===== src/rtl/regfile_pkg.sv =====
// rtl/regfile_pkg.sv - shared widths, reservation entry type and latency clamp for the issue scoreboard
package regfile_pkg;

    localparam int NUM_REGS  = 8;
    localparam int REG_IDX_W = 3;
    localparam int LAT_W     = 3;
    localparam int ROW_W     = 4;   // wide enough for an effective latency of up to 8

    typedef struct packed {
        logic                 valid;
        logic [REG_IDX_W-1:0] idx;
    } resvEntry_t;

    function automatic logic [ROW_W-1:0] clampLat(input logic [LAT_W-1:0] lat, input int maxLat);
        if (lat == '0) return ROW_W'(1);
        if (int'(lat) > maxLat) return ROW_W'(maxLat);
        return ROW_W'(lat);
    endfunction

endpackage


===== src/rtl/sb_resv_table.sv =====
// rtl/sb_resv_table.sv - write-port reservation table; row 0 is the write cycle in progress,
// rows shift down once per clock and new writes are appended at row L-1.
module sb_resv_table
    import regfile_pkg::*;
#(
    parameter int MAX_LAT = 4
) (
    input  logic                 clk,
    input  logic                 reset,
    input  logic                 ins1,
    input  logic [ROW_W-1:0]     row1,
    input  logic [REG_IDX_W-1:0] reg1,
    input  logic                 ins2,
    input  logic [ROW_W-1:0]     row2,
    input  logic [REG_IDX_W-1:0] reg2,
    output logic [NUM_REGS-1:0]  busyVec,
    output logic [NUM_REGS-1:0]  retVec,
    output logic                 retValid1,
    output logic [REG_IDX_W-1:0] retReg1,
    output logic                 retValid2,
    output logic [REG_IDX_W-1:0] retReg2,
    output logic [2*MAX_LAT-1:0] rowCnt
);

    resvEntry_t [1:0] tbl [MAX_LAT];
    resvEntry_t [1:0] nxt [MAX_LAT];

    // Entries already in a row are older than new ones, so appending keeps slot 0 the oldest.
    always_comb begin
        for (int j = 0; j < MAX_LAT; j++) nxt[j] = '0;
        for (int j = 0; j < MAX_LAT - 1; j++) nxt[j] = tbl[j + 1];
        for (int j = 0; j < MAX_LAT; j++) begin
            if (ins1 && row1 == ROW_W'(j)) begin
                if (!nxt[j][0].valid) nxt[j][0] = '{valid: 1'b1, idx: reg1};
                else                  nxt[j][1] = '{valid: 1'b1, idx: reg1};
            end
            if (ins2 && row2 == ROW_W'(j)) begin
                if (!nxt[j][0].valid) nxt[j][0] = '{valid: 1'b1, idx: reg2};
                else                  nxt[j][1] = '{valid: 1'b1, idx: reg2};
            end
        end
    end

    always_ff @(posedge clk or negedge reset) begin
        if (!reset) begin
            for (int j = 0; j < MAX_LAT; j++) tbl[j] <= '0;
        end else begin
            for (int j = 0; j < MAX_LAT; j++) tbl[j] <= nxt[j];
        end
    end

    always_comb begin
        busyVec = '0;
        retVec  = '0;
        rowCnt  = '0;
        for (int j = 0; j < MAX_LAT; j++) begin
            for (int k = 0; k < 2; k++) begin
                if (tbl[j][k].valid) busyVec[tbl[j][k].idx] = 1'b1;
            end
            rowCnt[2*j +: 2] = 2'(tbl[j][0].valid) + 2'(tbl[j][1].valid);
        end
        for (int k = 0; k < 2; k++) begin
            if (tbl[0][k].valid) retVec[tbl[0][k].idx] = 1'b1;
        end
    end

    assign retValid1 = tbl[0][0].valid;
    assign retReg1   = tbl[0][0].valid ? tbl[0][0].idx : '0;
    assign retValid2 = tbl[0][1].valid;
    assign retReg2   = tbl[0][1].valid ? tbl[0][1].idx : '0;

endmodule


===== src/rtl/regfile_scoreboard.sv =====
// rtl/regfile_scoreboard.sv - dual-issue register scoreboard with write-port reservation;
// define SB_FORWARD_EN to let sources read a register in its write cycle.
module regfile_scoreboard
    import regfile_pkg::*;
#(
    parameter int MAX_LAT = 4
) (
    input  logic                 clk,
    input  logic                 reset,
    input  logic                 issueValid1,
    input  logic [REG_IDX_W-1:0] rm1,
    input  logic [REG_IDX_W-1:0] rd1,
    input  logic                 wen1,
    input  logic [REG_IDX_W-1:0] dst1,
    input  logic [LAT_W-1:0]     lat1,
    input  logic                 issueValid2,
    input  logic [REG_IDX_W-1:0] rm2,
    input  logic [REG_IDX_W-1:0] rn2,
    input  logic [REG_IDX_W-1:0] rd2,
    input  logic                 wen2,
    input  logic [REG_IDX_W-1:0] dst2,
    input  logic [LAT_W-1:0]     lat2,
    output logic                 issueGrant1,
    output logic                 issueGrant2,
    output logic                 regWrite1,
    output logic                 regWrite2,
    output logic [REG_IDX_W-1:0] destReg1,
    output logic [REG_IDX_W-1:0] destReg2,
    output logic [NUM_REGS-1:0]  busyVec,
    output logic                 stall
);

    logic [ROW_W-1:0]     eLat1, eLat2;
    logic [NUM_REGS-1:0]  retVec, srcBusy;
    logic [2*MAX_LAT-1:0] rowCnt;
    logic [1:0]           pend1, pend2;
    logic [2:0]           cap2;
    logic                 write1, write2;

    assign eLat1 = clampLat(lat1, MAX_LAT);
    assign eLat2 = clampLat(lat2, MAX_LAT);

`ifdef SB_FORWARD_EN
    assign srcBusy = busyVec & ~retVec;
`else
    assign srcBusy = busyVec;
`endif

    // Writes landing L cycles ahead currently sit in row L; row MAX_LAT is always empty.
    always_comb begin
        pend1 = '0;
        pend2 = '0;
        for (int j = 1; j < MAX_LAT; j++) begin
            if (eLat1 == ROW_W'(j)) pend1 = rowCnt[2*j +: 2];
            if (eLat2 == ROW_W'(j)) pend2 = rowCnt[2*j +: 2];
        end
    end

    always_comb begin
        issueGrant1 = issueValid1 & ~srcBusy[rm1] & ~srcBusy[rd1]
                    & (~wen1 | (~busyVec[dst1] & (pend1 < 2'd2)));
        write1      = issueGrant1 & wen1;
        cap2        = {1'b0, pend2} + {2'b00, write1 & (eLat1 == eLat2)};
        issueGrant2 = issueValid2 & (~issueValid1 | issueGrant1)
                    & ~srcBusy[rm2] & ~srcBusy[rn2] & ~srcBusy[rd2]
                    & ~(write1 & ((rm2 == dst1) | (rn2 == dst1) | (rd2 == dst1)))
                    & (~wen2 | (~busyVec[dst2] & ~(write1 & (dst2 == dst1)) & (cap2 < 3'd2)));
        write2      = issueGrant2 & wen2;
    end

    assign stall = issueValid1 & ~issueGrant1;

    sb_resv_table #(.MAX_LAT(MAX_LAT)) uTable (
        .clk       (clk),
        .reset     (reset),
        .ins1      (write1),
        .row1      (eLat1 - ROW_W'(1)),
        .reg1      (dst1),
        .ins2      (write2),
        .row2      (eLat2 - ROW_W'(1)),
        .reg2      (dst2),
        .busyVec   (busyVec),
        .retVec    (retVec),
        .retValid1 (regWrite1),
        .retReg1   (destReg1),
        .retValid2 (regWrite2),
        .retReg2   (destReg2),
        .rowCnt    (rowCnt)
    );

endmodule


===== config.mk =====
export PLATFORM = sky130hd
export DESIGN_NAME = regfile_scoreboard
export DESIGN_NICKNAME = d
export VERILOG_FILES = /design/src/rtl/regfile_pkg.sv /design/src/rtl/sb_resv_table.sv /design/src/rtl/regfile_scoreboard.sv
export SDC_FILE = /design/constraint.sdc
export NUM_CORES = 1
export LEC_CHECK = 0
export BUFFER_PORTS_ARGS = -buffer_cell sky130_fd_sc_hd__buf_2
export CAP_MARGIN = 30
export CORE_ASPECT_RATIO = 2
export CORE_MARGIN = 2
export CORE_UTILIZATION = 40
export DETAILED_ROUTE_END_ITERATION = 8
export PLACE_DENSITY = 0.57
export SETUP_SLACK_MARGIN = 0.1
export SYNTH_ARGS = -nofsm -noshare
export SYNTH_HDL_FRONTEND = slang
export SYNTH_HIERARCHICAL = 1
export SYNTH_SLANG_ARGS = --single-unit

===== constraint.sdc =====
create_clock -name clk -period 5.8 [get_ports clk]
set_clock_uncertainty 0.2 [all_clocks]
set_input_delay 1.16 -clock clk [delete_from_list [all_inputs] [get_ports clk]]
set_output_delay 1.16 -clock clk [all_outputs]
set_load 0.02 [all_outputs]

==> impl_results.rst <==
.. list-table::
   :header-rows: 1

   * - Metric
     - Value
   * - CTS hold repair buffers
     - 0
   * - Reg2reg end
     - uTable/tbl[22]
   * - Routing usage on met1
     - 29.2%
   * - Depth of the most critical reg-to-reg path
     - 14
   * - RSZ-0062 raised after global routing
     - false
   * - Total I/O pin count
     - 52
   * - Die X
     - 66.9 um
   * - Pwr dens
     - 194 nW/um^2
   * - Remaining number of nets flagged by the antenna check after routing
     - 0
   * - Mean instance size in the synthesized netlist
     - 9.06 sq um
   * - Worst endpoint required time
     - 4.44 ns
   * - Internal portion of total power
     - 522 uW
   * - Clock transition at path regs
     - 0.05 ns
   * - Initial antenna violation count
     - 0
   * - Post-synthesis to final-layout area growth
     - 17.9%
   * - Wire length of the first global-routing pass
     - 16100 um
   * - Final core utilization
     - 47.7%
   * - Largest net degree at the start of global routing
     - 33
   * - Origin of the critical flop-to-flop path
     - uTable/tbl[2]
   * - Dpl cells
     - 497
   * - Most congested layer reported by global routing
     - met2
   * - PostCTS Resize Cnt
     - 0
   * - DPL Wire Length
     - 8260 um
   * - Vias per cell
     - 6.35
   * - CTS Buf Count
     - 5
   * - Number of design-rule violations left by the first detailed-router iteration
     - 333
   * - Launching element type of the critical path
     - flip-flop
   * - Clock tree from TritonCTS
     - yes
   * - Aggregate global routing overflow
     - 0
   * - Die Height
     - 130 um
   * - Worst setup path startpoint
     - uTable/tbl[2]
   * - Period utilisation layout
     - 89.3%
   * - Clock sink count
     - 32
   * - Worst setup timing slack at the placement stage
     - 0.657 ns
   * - Vias in the first global route
     - 3098
   * - PortBufs
     - 51
   * - Post-CTS Setup Bufs
     - 0
   * - Total net switching power
     - 202 uW
   * - Arrival @ worst endpoint
     - 3.82 ns
   * - Cell Area, Placed
     - 3550 sq um
   * - FILL cells
     - 792
   * - Effective utilization at floorplan
     - 40.5%
   * - Maximum resistive drop on vdd
     - 0.304 mV
   * - Average detailed-routed wire length per instance
     - 20.7 um
   * - Bufs on Longest Clock Path
     - 2
   * - Cell at the root of the clock tree
     - clkbuf_16
   * - RD Place Congestion
     - 0.947
   * - Type of element capturing the critical path
     - output port
   * - Core Box Area
     - 7830 sq um
   * - Max Cap Violations
     - 0
   * - Total area of sequential cells
     - 801 sq um
   * - Layout Nets
     - 455
   * - Met3 layer usage reported by global route
     - 2.24%
   * - Pre-antenna DRT Iters
     - 5
   * - Final total negative setup slack
     - 0 ns
   * - Cell count after synthesis
     - 350
   * - Sink of the worst hold path
     - uTable/tbl[26]
   * - GR Util All Layers
     - 24.5%
   * - ANT cells
     - 0
   * - Slew Limit Fails
     - 0
   * - Synthesis Warnings
     - 6
   * - Shortest period the worst path allows
     - 5.18 ns
   * - Highest Clock Rate
     - 193 MHz
   * - Leakage power figure
     - 1.66 nW
   * - Area of the die
     - 8690 sq um
   * - Category of the most critical setup path
     - reg -> out
   * - Cell depth of the worst hold path
     - 1
   * - Seq pwr share
     - 33.8%
   * - Vias after detailed routing
     - 3209
   * - Slew at the pin closest to its max-slew limit
     - 0.691 ns
   * - Portion of total power attributed to the clock network
     - 43.7%
   * - Later-pin clock latency in the skew report
     - 0.28 ns
   * - GRT met2 Usage
     - 42.4%
   * - Footprint of the multi-input gates
     - 2250 sq um
   * - Worst setup slack for register-to-register paths
     - 0.76 ns
   * - Minimum setup slack in the final design
     - 0.619 ns
   * - Total power
     - 724 uW
   * - Count of unresolved DRC violations after routing
     - 0
   * - Std-Cell Rows
     - 46
   * - H-tree depth
     - 2
   * - Launch point of the worst hold path
     - uTable/tbl[18]
   * - Rel. slew slack
     - 53.9%
   * - Power share of the combinational group
     - 22.5%
   * - Share of cells above drive strength 1
     - 23.0%
   * - Aggregate routed wire length
     - 10400 um
   * - Endpoints failing hold
     - 0
   * - Final standard cell count with taps included and fillers excluded
     - 505
   * - Path type of the worst min-delay path
     - reg -> reg
   * - Worst hold slack
     - 0.346 ns
   * - Post-Synthesis Cell Area
     - 3170 sq um
   * - Result of the run
     - finished clean
   * - Net Sw Frac
     - 27.9%
   * - Number of failing setup endpoints in the final timing report
     - 0
   * - Maximum fanout encountered on the critical timing path
     - 8
   * - Finished Cell Area
     - 3740 sq um
## area by class of cell
type	count	share of cell area, %
clock buffer	7	4.09
clock inverter	1	0.804
inverter	29	2.91
multi-input combinational	286	60.1
sequential	32	21.4
tap	96	3.22
timing repair buffer	54	7.43
## critical path: stages (launching register included)
cell and delay, ns:
dfrtp_1 0.46, nor2b_1 0.12, and3_1 0.21, a311oi_1 0.36, nand4_1 0.39, mux4_1 0.61
mux2_4 0.29, a211oi_4 0.24, o22ai_2 0.12, or3_1 0.41, a21oi_1 0.15, buf_2 0.18
## power by group through the flow
stage | Sequential [mW] | Clock [mW] | Combinational [mW]
after floorplan | 0.244 | 0 | 0.103
after global placement | 0.247 | 0 | 0.160
after detailed placement | 0.247 | 0 | 0.162
after CTS | 0.244 | 0.319 | 0.163
after global routing | 0.246 | 0.330 | 0.178
final | 0.244 | 0.316 | 0.163
## registers in the layout, summed over array words and instances (netlist names)
register	cells
uTable/retValid1	1
uTable/retValid2	1
uTable/tbl	30
## how the worst max path moves through the flow
stage | endpoint | slack (ns) | cells past startpoint
final | issueGrant2 | 0.62 | 11
after global routing | issueGrant2 | 0.49 | 11
after CTS | issueGrant2 | 0.66 | 11
after detailed placement | uTable/tbl[22] | 0.66 | 14
after global placement | issueGrant2 | 0.82 | 11
after floorplan | issueGrant2 | 0.96 | 11
## layer usage
layer,up-vias,wire length [um],part of all wire (%)
met5,-,0,0
met4,0,619,5.9
met3,44,596,5.7
met2,142,5430,52
met1,1557,3790,36
li1,1466,-,-
## cells in the final DEF, fill, tap and decap left out, types with 9 or more instances in the layout
master	n
a21oi_1	14
buf_2	51
dfrtp_1	32
ha_1	14
inv_1	29
mux4_2	10
nand2_1	27
nor2_1	17
nor3_1	9
o22ai_1	18
or3_1	10
xor2_1	9
Power figures use the tool's default switching activity.
